`src/rtl/regbank_pkg.sv`:
```
// Shared constants for the register-bank write-back path: widths, requester indices, R0.
package regbank_pkg;
    localparam int AW       = 4;
    localparam int DW       = 16;
    localparam int NREQ     = 3;
    localparam int REQ_ALU  = 0;
    localparam int REQ_LOAD = 1;
    localparam int REQ_MUL  = 2;
    localparam logic [AW-1:0] R0 = '0;
endpackage

```
`src/rtl/regbank_wb_arbiter_rr_arbiter.sv`:
```
// NREQ-wide round-robin arbiter: combinational one-hot grant searched from the pointer.
// Latency 0 (grant), pointer advances past the winner on the accepting edge; grants drop while rst.
module regbank_wb_arbiter_rr_arbiter #(
    parameter int NREQ = 3
) (
    input  logic            clk,
    input  logic            rst,
    input  logic [NREQ-1:0] valid,
    output logic [NREQ-1:0] grant,
    output logic [1:0]      grant_idx,
    output logic            grant_any
);
    logic [1:0] ptr;
    int         idx;

    always_comb begin
        grant     = '0;
        grant_idx = '0;
        grant_any = 1'b0;
        idx       = 0;
        if (!rst) begin
            for (int k = 0; k < NREQ; k++) begin
                idx = (int'(ptr) + k) % NREQ;
                if (!grant_any && valid[idx]) begin
                    grant_any  = 1'b1;
                    grant[idx] = 1'b1;
                    grant_idx  = 2'(idx);
                end
            end
        end
    end

    always_ff @(posedge clk) begin
        if (rst) begin
            ptr <= '0;
        end else if (grant_any) begin
            if (int'(grant_idx) == NREQ - 1)
                ptr <= '0;
            else
                ptr <= grant_idx + 2'd1;
        end
    end
endmodule

```
`src/rtl/regbank_wb_arbiter.sv`:
```
// Shares the register bank write port among NREQ write-back requesters; keeps a pending-write scoreboard.
// Latency 1 cycle from accept to Regwrite; a requester holds valid until its one-hot ready.
module regbank_wb_arbiter
    import regbank_pkg::*;
#(
    parameter int NREQ_P = NREQ,
    parameter int DW_P   = DW,
    parameter int AW_P   = AW
) (
    input  logic                 clk,
    input  logic                 rst,
    input  logic [NREQ_P-1:0]    req_valid,
    input  logic [NREQ_P*AW_P-1:0] req_reg,
    input  logic [NREQ_P*DW_P-1:0] req_data,
    output logic [NREQ_P-1:0]    req_ready,
    input  logic                 rsv_valid,
    input  logic [AW_P-1:0]      rsv_reg,
    output logic [2**AW_P-1:0]   busy_mask,
    output logic                 Regwrite,
    output logic [AW_P-1:0]      Write_reg,
    output logic [DW_P-1:0]      Write_data,
    output logic [1:0]           grant_id
);
    logic [1:0]          grant_idx;
    logic                grant_any;
    logic [AW_P-1:0]     sel_reg;
    logic [DW_P-1:0]     sel_data;
    logic [2**AW_P-1:0]  busy_nxt;

    regbank_wb_arbiter_rr_arbiter #(.NREQ(NREQ_P)) u_arb (
        .clk       (clk),
        .rst       (rst),
        .valid     (req_valid),
        .grant     (req_ready),
        .grant_idx (grant_idx),
        .grant_any (grant_any)
    );

    assign sel_reg  = req_reg[grant_idx*AW_P +: AW_P];
    assign sel_data = req_data[grant_idx*DW_P +: DW_P];

    // Clear before set so a same-edge reservation of the retiring register survives.
    always_comb begin
        busy_nxt = busy_mask;
        if (grant_any && sel_reg != R0)
            busy_nxt[sel_reg] = 1'b0;
        if (rsv_valid && rsv_reg != R0)
            busy_nxt[rsv_reg] = 1'b1;
        busy_nxt[0] = 1'b0;
    end

    always_ff @(posedge clk) begin
        if (rst) begin
            busy_mask  <= '0;
            Regwrite   <= 1'b0;
            Write_reg  <= '0;
            Write_data <= '0;
            grant_id   <= '0;
        end else begin
            busy_mask <= busy_nxt;
            Regwrite  <= grant_any && (sel_reg != R0);
            if (grant_any) begin
                Write_reg  <= sel_reg;
                Write_data <= sel_data;
                grant_id   <= grant_idx;
            end
        end
    end
endmodule

```
`config.mk`:
```
export PLATFORM = sky130hd
export DESIGN_NAME = regbank_wb_arbiter
export DESIGN_NICKNAME = d
export VERILOG_FILES = /design/src/rtl/regbank_pkg.sv /design/src/rtl/regbank_wb_arbiter_rr_arbiter.sv /design/src/rtl/regbank_wb_arbiter.sv
export SDC_FILE = /design/constraint.sdc
export NUM_CORES = 1
export LEC_CHECK = 0
export CAP_MARGIN = 15
export CORE_MARGIN = 8
export CORE_UTILIZATION = 42
export CTS_CLUSTER_DIAMETER = 30
export DETAILED_ROUTE_END_ITERATION = 7
export PLACE_DENSITY_LB_ADDON = 0.08
export SYNTH_ARGS = -nofsm -noshare
export SYNTH_HDL_FRONTEND = slang
export SYNTH_SLANG_ARGS = --single-unit
```
`constraint.sdc`:
```
create_clock -name clk -period 3 [get_ports clk]
set_input_delay 0.6 -clock clk [delete_from_list [all_inputs] [get_ports clk]]
set_output_delay 0.6 -clock clk [all_outputs]
set_load 0.02 [all_outputs]
```
=== Word level (Yosys, flattened, before mapping) ===
Cells that the tools add are included.

* $add $sub $neg: 3
* Div/mod/pow operators: 3
* Order comparisons: 10
* Equality and inequality tests: 1
* Shifts and indexed selects: 2
* Mux-type cells: 38
* Bitwise logic cells: 5
* Reduce and logical (&&, ||, !) cells: 13

{| class="wikitable"
|+ Operators by type and width
! kind !! count
|-
| 32-bit by 1-bit greater-or-equal comparator with 1-bit output, second input constant || 3
|-
| 32-bit by 4-bit less-than comparator with 1-bit output, second input constant || 3
|-
| 32-bit by 3-bit modulo with 32-bit output, second input constant || 2
|-
| 48-bit by 7-bit variable part select with 16-bit output || 1
|-
| 3-bit by 3-bit modulo with 32-bit output, second input constant || 1
|-
| 16-bit two-way mux || 2
|-
| 3-bit two-way mux || 6
|-
| 1-bit two-way mux || 17
|-
| 16-bit bitwise AND || 1
|-
| 16-bit inverter || 1
|-
| 16-bit bitwise OR || 1
|-
| 12-bit by 5-bit variable part select with 4-bit output || 1
|-
| 4-bit by 5-bit less-than comparator with 1-bit output, second input constant || 2
|-
| 2-bit two-way mux || 5
|-
| 1-bit logical AND || 9
|-
| 1-bit demux with 4-bit select || 2
|-
| 4-bit by 1-bit greater-or-equal comparator with 1-bit output, second input constant || 2
|-
| 4-bit nonzero test || 2
|-
| 1-bit binary-select mux with 2-bit select || 3
|-
| 1-bit demux with 2-bit select || 3
|-
| 3-bit bitwise OR || 2
|-
| 2-bit by 1-bit adder with 3-bit output, second input constant || 1
|-
| 2-bit by 2-bit adder with 3-bit output, second input constant || 1
|-
| 2-bit by 1-bit adder with 2-bit output, second input constant || 1
|-
| 2 further kinds || 3
|}

* Bits in registers: 41
* Input bits: 70
* Output and inout bits: 42
* Word-level logic and storage cells: 82

=== Logic depth before layout (Yosys ltp) ===
Gate-level depths: netlist of the first run.

* Word-level depth: 24
* Mapped depth: 11
* Mapped depth without buffers: 9

=== By module ===
A second synthesis of the first run with hierarchy kept.

* Cell total of the unflattened synthesis: 291
* Area, all modules: 2544.9 sq um

{| class="wikitable"
|+ By module, submodules not included
! module !! instances !! cells an instance !! area an instance (sq um) !! seq. area each (sq um)
|-
| regbank_wb_arbiter || 1 || 222 || 2038.2 || 760.7
|-
| regbank_wb_arbiter_rr_arbiter || 1 || 69 || 506.7 || 40.0
|}

=== Worst setup path before layout of the first run ===
OpenSTA, ideal clock, no wires.

* Path kind: reg2out
* From: register u_arb.ptr[0]
* To: output port req_ready[0]
* Arrival: 1.901 ns
* Data required time: 2.400 ns
* Setup slack: 0.499 ns
* Stages on the path, launching flop included: 11
* Buffers on the path: 1
* Cells stage by stage: dfxtp_1 -> inv_1 -> ha_1 -> buf_2 -> nor2b_1 -> nand2_1 -> nor2_1 -> a31oi_1 -> o21ai_0 -> a22oi_1 -> a21oi_1

* Cells in the longest elaborated chain, start to end: 14
* Elaborated cells between the ends (all ways): 45
* Classes of those cells: add/sub (2); div (3); order compare (6); mux (25); bitwise (2); reduce/logical (7)

{| class="wikitable"
|+ Ends and longest elaborated chain
! element !! RTL line !! RTL
|-
| from (decl) || regbank_wb_arbiter_rr_arbiter.sv:13 || <nowiki>logic [1:0] ptr;</nowiki>
|-
| from (signal assigned) || regbank_wb_arbiter_rr_arbiter.sv:40 || <nowiki>ptr <= grant_idx + 2'd1;</nowiki>
|-
| parallel branches: the longest is 12 deep, another holds 32-bit by 3-bit modulo with 32-bit output || - ||
|-
| 3-bit two-way mux * || regbank_wb_arbiter_rr_arbiter.sv:24 || <nowiki>if (!grant_any && valid[idx]) begin</nowiki>
|-
| 3-bit two-way mux * || regbank_wb_arbiter_rr_arbiter.sv:21 || <nowiki>if (!rst) begin</nowiki>
|-
| to (decl) || regbank_wb_arbiter.sv:15 || <nowiki>output logic [NREQ_P-1:0] req_ready,</nowiki>
|}

Every way passes the cells marked *. The select of a mux whose other input is x is not followed.

=== Worst setup path after layout of the first run ===
Same ends and word-level chain as after synthesis.

==> results by stage, run 1 <==
Yosys:
- The primary flip-flop cell chosen by synthesis mapping is sky130_fd_sc_hd__dfxtp_1.
- The cell area that synthesis handed to floorplanning was 2400 sq um.
- The biggest area contributor in the post-synthesis netlist is sky130_fd_sc_hd__dfxtp_1.
- The count of warnings emitted by yosys is 0.
- After synthesis, the mean cell area works out to 7.81 sq um.
- For this run, the register share of the synthesized area comes to 0.333.
- The synthesized netlist cell count is 308.
- The commonest cells after synthesis are 57 x sky130_fd_sc_hd__nor2_1, 40 x sky130_fd_sc_hd__dfxtp_1, 26 x sky130_fd_sc_hd__nand2_1.
- The net count of the mapped netlist is 382.
- Counting flops with a built-in enable in the synthesized netlist gives 0.
- Of the post-synthesis cell area, the dominant cell type holds 0.333.
- The most used standard cell by instance count after synthesis is sky130_fd_sc_hd__nor2_1.
- The async set-or-reset flop fraction in the synthesized netlist is 0.
- By area the synthesized netlist is led by sky130_fd_sc_hd__dfxtp_1 33%, sky130_fd_sc_hd__nor2_1 8.9%, sky130_fd_sc_hd__mux2i_1 7.5%.
- In this run, distinct cell masters in the synthesized netlist total 52.
- After synthesis the netlist holds a flip-flop and latch count of 40.

Floorplan:
- The core region is 5510 sq um.
- The x dimension of the die is 91.7 um.
- The die height is 91.7 um.
- The I/O pin total is 112.
- For this configuration, the core starts out at a cell density of 0.437.
- The row count is 27.
- The die footprint is 8400 sq um.

Timing:
- The count of final hold-check violations is 0.
- Across all hold checks on the routed design, the worst slack comes to 462 ps.
- Setup violations remaining at the end of the flow were counted as 0.
- For the final database, setup skew stands at 4.77 ps.
- The timing-limited maximum frequency is 0.349 GHz.
- Of the available clock period, the critical path in the final layout requires 0.955.
- Setup repair after global routing left no endpoint under its margin.
- The worst-case setup margin in the final layout is 136 ps.
- The final count of pins violating max slew is 0.
- The actual slew at the worst max-slew pin is 501 ps.
- After layout, the minimum clock period comes to 2860 ps.
- The headroom to the max-slew limit is 0.664.

Drt:
- Detailed routing inserted a total of 2773 vias.
- The final layout contains routed wiring with a total length of 8.01 mm.
- After the first detailed-routing iteration, the DRC count stood at 135.
- After detailed routing, the number of vias per cell comes to 5.48.
- The number of remaining DRC errors is 0.
- The detail route stage leaves a number of antenna-violating nets equal to 0.
- The routed wire length per instance is 15.8 um.
- The first TritonRoute pass finished after 5 iterations.

CTS:
- The total clock buffers created by CTS is 5.
- The clock sink count is 40.
- TritonCTS built the clock tree.
- The clock passes through at most 2 buffers.
- The later pin in the worst-skew pair is clocked with a latency of 300 ps.
- The root buffer cell chosen for the clock tree is sky130_fd_sc_hd__clkbuf_8.
- After clock tree synthesis, the clock-pin slew on the worst setup and hold paths is 80 ps.
- The maximum level of the CTS H-tree is 2.

Global routing:
- The first global-routing pass estimated 13.1 mm of wire.
- Entering global routing, the biggest net connects 34 pins.
- The number of antenna violations at the first check in global routing came to 0.
- The total grt overflow is 0.
- The number of global-route vias before repair is 2801.
- The overall global routing resource usage is 0.186.

Cells and area:
- Once layout is complete, the cells apart from fillers number 506.
- From synthesis to final layout, the design area changed by 59.2%.
- The sequential cell area is 801 sq um.
- Of the cells placed in the final design, the portion with a size suffix greater than 1 is 0.115.
- The register with the most flip-flops in the layout has 16 of them.
- The layout has 494 filler cells.
- The final layout contains 507 nets.
- The number of diodes added for antenna fixing is 0.
- The area used by multi-input combinational logic is 1500 sq um.

Worst setup path:
- The critical path capture point type is a primary output.
- The arrival time of the worst setup path is 2260 ps.
- The critical path is of the reg -> out type.
- The largest fanout on the critical path is 8.
- STA classifies the critical path startpoint as a flip-flop.
- Among all stages on the critical path, the largest delay is contributed by sky130_fd_sc_hd__dfxtp_1.
- On the worst path, the slowest cell contributes a delay of 370 ps.
- Data on the critical path is required at its endpoint by 2400 ps.
- Traced cell by cell, the critical path runs through inv_1, ha_2, buf_4, nand2b_1, a32oi_1, o22ai_2, a22oi_1, a21oi_1, dlygate4sd2_1.

Place:
- The final weighted congestion in routability-driven placement is 0.878.
- Once detailed placement completed, the half-perimeter wirelength came to 6.26 mm.
- The instance count after placement with tap cells included is 498.
- In this run the tool buffered the top-level ports with 110 buffer cells.
- The worst setup slack after placement is -168 ps.

Pwr:
- The static leakage is 1.51 nW.
- The worst IR drop on VDD is 0.357 mV.
- The power per cell area is 697 nW/um^2.

Outcome:
- The flow ran to the end, and the final reports show no timing, DRC or antenna violations.

Flow run:
- The number of maximum-capacitance constraint violations is 0.

Hold path:
- The worst hold path belongs to the class reg -> reg.
[worst max-delay path, delay by kind of cell (launching register included)]
| kind | cells | cell delay (ps) |
|---|---|---|
| flip-flops | 1 | 370 |
| adder cells (fa/ha/maj) | 1 | 230 |
| AND/OR/NAND/NOR | 1 | 160 |
| AO/OA/AOI/OAI | 4 | 630 |
| buffers and inverters | 3 | 580 |
[cells in the final DEF, fill, tap and decap left out, drive strengths merged, types with 5 or more instances in the layout]
| master | instances |
|---|---|
| a221oi | 10 |
| buf | 27 |
| nor2b | 7 |
| mux2i | 18 |
| o21ai | 17 |
| a32oi | 9 |
| nor2 | 57 |
| dfxtp | 40 |
| nor3 | 5 |
| clkdlybuf4s50 | 106 |
| inv | 10 |
| clkbuf | 6 |
| a21oi | 20 |
| nand2 | 26 |
| nand3 | 6 |
| a211oi | 8 |
[metal layers]
metal | routed length (um) | part of all wire | up-vias | global-route usage
met2 | 3730 | 0.47 | 114 | 0.307
met5 | 0 | 0 | - | 0
met1 | 3400 | 0.42 | 1274 | 0.216
met4 | 66 | 0.0082 | 0 | 0.0518
met3 | 811 | 0.10 | 6 | 0.0774
li1 | - | - | 1379 | -
[repair_timing]
action,CTS,global route
hold buffers,0,0
endpoints found under the setup margin,3,2
setup buffers,0,0
gates resized for setup,5,5
[kinds of logic (layout without fill, tap and decap cells)]
family / after synthesis / in the layout / share of synthesized area
AOI/OAI and AO/OA: 94 / 94 / 0.281
adders and majority gates: 4 / 4 / 0.0208
buffers and inverters: 28 / 154 / 0.0494
DFF: 40 / 40 / 0.333
muxes: 20 / 20 / 0.0843
other: 1 / 1 / 0.00156
and+or+nand+nor: 121 / 121 / 0.230
[per-stage QoR]
step | setup TNS [ps] | power, W | utilization | instance area [sq um]
5_1_grt | 0 | 0.00286 | 0.695 | 3830
6_report | 0 | 0.00267 | 0.695 | 3830
2_1_floorplan | 0 | 0.00163 | - | 2400
4_1_cts | 0 | 0.00266 | 0.692 | 3810
3_5_place_dp | -406 | 0.00228 | 0.674 | 3710
3_3_place_gp | -357 | 0.00225 | 0.674 | 3710
[final timing paths]
check                            start                        to  slack [ps]  depth (start not counted)
max          u_arb.ptr[0]$_SDFFE_PP0P_              req_ready[0]         140                          9
min           grant_id[1]$_SDFFE_PP0P_  grant_id[1]$_SDFFE_PP0P_         460                          2
max reg2reg  u_arb.ptr[0]$_SDFFE_PP0P_  busy_mask[12]$_SDFF_PP0_         240                         11
min reg2reg   grant_id[1]$_SDFFE_PP0P_  grant_id[1]$_SDFFE_PP0P_         460                          2
[layout make-up]
| class | count | area share |
|---|---|---|
| clock buffer | 6 | 0.0216 |
| clock inverter | 2 | 0.00359 |
| inverter | 9 | 0.00882 |
| multi-input combinational | 240 | 0.393 |
| sequential | 40 | 0.209 |
| tap | 72 | 0.0235 |
| timing repair buffer | 137 | 0.341 |
[power breakdown]
group	total (W)	internal [W]	switching (W)
registers	0.000741	0.000663	0.0000779
logic	0.00154	0.000712	0.000826
clock network	0.000390	0.000188	0.000202
Note: power is estimated with default switching activity, not from simulation.
==> inputs of run 2 (changes only) <==
--- a/config.mk
+++ b/config.mk
@@ -13,4 +13,5 @@
 export PLACE_DENSITY_LB_ADDON = 0.08
 export SYNTH_ARGS = -nofsm -noshare
 export SYNTH_HDL_FRONTEND = slang
+export SYNTH_HIERARCHICAL = 1
 export SYNTH_SLANG_ARGS = --single-unit
==> run 2 against run 1 <==
- die area grew 4.8%
- sequential cell count is the same
- core utilization shrank 2.3 points
- area after synthesis grew 5.8%
- clock skew is essentially flat
- global-route usage shrank 0.86 points
- first-iteration DRC count shrank 52%
- wire length shrank 3.7%
- count of clock-buffer cells in the layout is the same
- cell count shrank 4.3%
- sequential power shrank 11%
==> results by stage, run 2 <==
Cells and area:
- The ratio of cells with drive above 1 in the final layout is 0.139.
- The register with the most flip-flops in the layout has 16 of them.
- The net count of the finished layout is 482.
- Compared with the post-synthesis result, the final layout area differs by 55.5%.
- The finished layout holds 484 standard cells, fillers aside.
- After filler insertion, the fill cell instance count of the layout stands at 540.
- The commonest non-fill, non-tap cell in the layout is sky130_fd_sc_hd__clkdlybuf4s50_1.
- Leaving out fill and tap cells, the most frequent cells in the layout are 105 x sky130_fd_sc_hd__clkdlybuf4s50_1, 42 x sky130_fd_sc_hd__nor2_1, 40 x sky130_fd_sc_hd__dfxtp_1, 23 x sky130_fd_sc_hd__buf_4, 20 x sky130_fd_sc_hd__a211oi_1.
- The post-layout utilization of the core is 0.672.
- The number of antenna diodes in the final layout is 0.

Yosys:
- The complex-gate fraction of the synthesized area is 0.286.
- Of the total synthesized cell area, the portion taken by XOR and XNOR cells is 0.
- The most used standard cell by instance count after synthesis is sky130_fd_sc_hd__nor2_1.
- The combinational family with the most area after synthesis is compound AO/OA/AOI/OAI gates.
- The primary flip-flop cell chosen by synthesis mapping is sky130_fd_sc_hd__dfxtp_1.
- The per-instance average area after synthesis is 8.75 sq um.
- The async set-or-reset flop fraction in the synthesized netlist is 0.
- Of the synthesized area, sequential elements account for 0.315.
- Of the total synthesized cell area, the portion taken by AND, OR, NAND and NOR gates is 0.191.
- Of all cell types, the one taking the most synthesized area is sky130_fd_sc_hd__dfxtp_1.
- In the synthesized netlist, the number of instances is 291.
- The share of the synthesized area in the top cell type is 0.315.
- When the netlist entered floorplanning its net count stood at 365.
- The number of register bits inferred by synthesis is 40.
- Yosys attributes the largest share of cell area to sky130_fd_sc_hd__dfxtp_1 31%, sky130_fd_sc_hd__mux2i_1 7.9%, sky130_fd_sc_hd__nor2_1 6.5%.
- Of the total synthesized cell area, the portion taken by full adders, half adders and majority gates is 0.0236.
- The distinct cell type count after synthesis is 57.
- The number of flops mapped to enable cells by yosys is 0.
- The post-synthesis cell area is 2540 sq um.
- The count of warnings emitted by yosys is 6.
- The mux share of post-synthesis cell area is 0.0983.
- In the synthesized netlist, the cells that appear most often are 44 x sky130_fd_sc_hd__nor2_1, 40 x sky130_fd_sc_hd__dfxtp_1, 20 x sky130_fd_sc_hd__a211oi_1, 20 x sky130_fd_sc_hd__mux2i_1, 19 x sky130_fd_sc_hd__a21oi_1.

Global routing:
- The number of antenna violations at the first check in global routing is 0.
- The number of global-route vias before repair is 2610.
- Entering global routing, the biggest net connects 31 pins.
- The overall global routing resource usage is 0.177.
- The global-route wire length before repair is 12.8 mm.
- The total overflow left after global routing is 0.

Pwr:
- The design draws 0.00246 W.
- The static leakage is 1.40 nW.
- The net switching share of the total power is 0.381.
- The switching power is 0.000937 W.
- The cell-internal power is 0.00153 W.
- The power per cell area is 622 nW/um^2.
- The worst IR drop on VDD is 0.343 mV.
- The share of total power dissipated in the clock network is 0.192.
- Of the total power, combinational logic draws 0.540.
- The sequential group share of total power is 0.268.

Timing:
- Setup violations remaining at the end of the flow were counted as 0.
- In the final timing run, aggregate negative setup slack is 0 ps.
- The headroom to the max-slew limit is 0.665.
- Based on the critical path, the design can be clocked at up to 0.350 GHz.
- The final count of pins violating max slew is 0.
- The setup clock skew after layout is 5.25 ps.
- Setup repair after global routing could not meet its margin everywhere.
- The count of final hold-check violations is 0.
- Across all setup checks in the final design, the least slack found is 143 ps.
- The minimum period implied by the final worst setup slack is 2860 ps.
- In the finished design, the share of the clock period the worst path needs comes to 0.952.
- The actual slew at the worst max-slew pin is 502 ps.

Worst setup path:
- The worst setup path is of the in -> out kind.
- The arrival time of the worst setup path is 2260 ps.
- The worst path required time is 2400 ps.
- The depth of the worst register-to-register path is 11.
- On the critical path the largest part of the delay comes from buffers and inverters.
- The critical path crosses 6 cells after its start point.
- The largest fanout on the critical path is 8.
- The startpoint class of the critical path is an input port.
- Together, buffers and inverters on the worst path number 2.
- The largest individual stage delay along the critical path comes from the cell sky130_fd_sc_hd__clkdlybuf4s50_1.
- Traced cell by cell, the critical path runs through clkdlybuf4s50_1, and4bb_1, a2bb2oi_1, o21ai_1, a21oi_1, dlygate4sd2_1.
- The critical path capture point type is a primary output.
- The largest stage delay on the critical path is 540 ps.

Drt:
- The detailed router finished its first iteration with 65 violations.
- The number of routed nets with antenna violations is 0.
- The routed via count divided by cell count is 5.42.
- For this run, design rule violations remaining after detail routing come to 0.
- The routed wire length per instance is 15.9 um.
- The number of vias after detailed routing is 2621.
- The routed wire length is 7.72 mm.
- The total iterations of the first detailed-routing run is 4.

CTS:
- TritonCTS built the clock tree.
- The clock transition at the registers of the reported paths is 90 ps.
- The maximum level of the CTS H-tree is 2.
- The number of hold buffers added after CTS is 0.
- The clock root buffer master is sky130_fd_sc_hd__clkbuf_8.
- The buffer depth of the longest clock path is 2.
- Clock tree synthesis found a total of 40 sinks.
- The later pin in the worst-skew pair is clocked with a latency of 290 ps.
- The total clock buffers created by CTS is 5.

Place:
- The congestion estimate from routability-driven global placement came to 0.785.
- Before CTS, the worst setup slack after placement is -257 ps.
- The HPWL after detailed placement is 5.86 mm.
- The instance count after placement with tap cells included is 475.
- Input and output buffers added on the ports amount to 110.

Floorplan:
- The die height is 93.8 um.
- The floorplan has 28 rows.
- The effective utilization at floorplan is 0.432.
- The die covers 8810 sq um.
- The floorplan step defined a core boundary enclosing 5890 sq um.
- The floorplan step set the die width to 93.8 um.
- Pin placement for this block handled 112 I/O pins.

Outcome:
- The flow ran to the end, and the final reports show no timing, DRC or antenna violations.

Flow run:
- The number of maximum-capacitance constraint violations is 0.

Hold path:
- The min-delay analysis places its worst path in the category reg -> reg.
- The worst hold path passes through 2 cells.
run 2: logic make-up (layout without fill, tap and decap cells):
| family | count (synthesis) | count (layout) |
|---|---|---|
| adders and majority gates | 5 | 5 |
| AOI/OAI and AO/OA | 87 | 87 |
| other | 1 | 1 |
| muxes | 23 | 23 |
| buffers and inverters | 43 | 161 |
| DFF | 40 | 40 |
| and+or+nand+nor | 92 | 92 |
run 2: final cells by class:
class	count	area, sq um	area share
multi-input cells	208	1570	0.397
well taps	75	93.8	0.0237
repair buffers	135	1300	0.329
flip-flops and latches	40	801	0.202
clock inverters	2	38.8	0.00980
inverters	18	67.6	0.0171
clock buffers	6	82.6	0.0209
run 2: through the flow:
stage,cell area [sq um],hold WS [ps]
after floorplan,2540,487
after global placement,3800,467
after detailed placement,3800,471
after CTS,3920,483
after global routing,3960,505
final,3960,481
run 2: what timing repair did:
item,CTS,global route
pin swaps,0,1
buffers inserted,0,1
resized for setup,5,3
endpoints found under the setup margin,3,13
run 2: worst reg2reg max path: stages (launching register included):
cell,delay (ps)
sky130_fd_sc_hd__dfxtp_1,370
sky130_fd_sc_hd__inv_1,90
sky130_fd_sc_hd__ha_2,380
sky130_fd_sc_hd__maj3_1,390
sky130_fd_sc_hd__o221ai_1,180
sky130_fd_sc_hd__buf_4,160
sky130_fd_sc_hd__nor2_4,40
sky130_fd_sc_hd__buf_12,160
sky130_fd_sc_hd__mux2i_2,170
sky130_fd_sc_hd__o31a_2,390
sky130_fd_sc_hd__nor4_1,230
sky130_fd_sc_hd__o32ai_1,110
run 2: metal layers:
metal / share of wire / vias to the layer above / GRT usage
met1: 0.45 / 1205 / 0.211
li1: - / 1319 / -
met3: 0.083 / 5 / 0.0647
met5: 0 / - / 0
met4: 0.0066 / 0 / 0.0436
met2: 0.46 / 92 / 0.295
run 2: final timing paths:
kind / startpoint / end / slack (ps)
setup reg to reg: u_arb/ptr[0]$_SDFFE_PP0P_ / busy_mask[6]$_SDFF_PP0_ / 220
setup / recovery: req_valid[1] / req_ready[1] / 140
hold / removal: busy_mask[7]$_SDFF_PP0_ / busy_mask[7]$_SDFF_PP0_ / 480
hold reg to reg: busy_mask[7]$_SDFF_PP0_ / busy_mask[7]$_SDFF_PP0_ / 480
run 2: power groups by stage:
stage,sequential [W],combinational [W],clock [W]
after floorplan,0.000757,0.000732,0
after detailed placement,0.000671,0.00131,0
final,0.000660,0.00133,0.000473
after global routing,0.000673,0.00145,0.000503
after CTS,0.000661,0.00131,0.000487
after global placement,0.000668,0.00130,0
==> inputs of run 3 (changes only) <==
--- a/config.mk
+++ b/config.mk
@@ -10,6 +10,7 @@
 export CORE_UTILIZATION = 42
 export CTS_CLUSTER_DIAMETER = 30
 export DETAILED_ROUTE_END_ITERATION = 7
+export HOLD_SLACK_MARGIN = 0.05
 export PLACE_DENSITY_LB_ADDON = 0.08
 export SYNTH_ARGS = -nofsm -noshare
 export SYNTH_HDL_FRONTEND = slang
==> results of run 3 <==
Same layout as run 2: the final DEF is identical, and so are final timing and power.
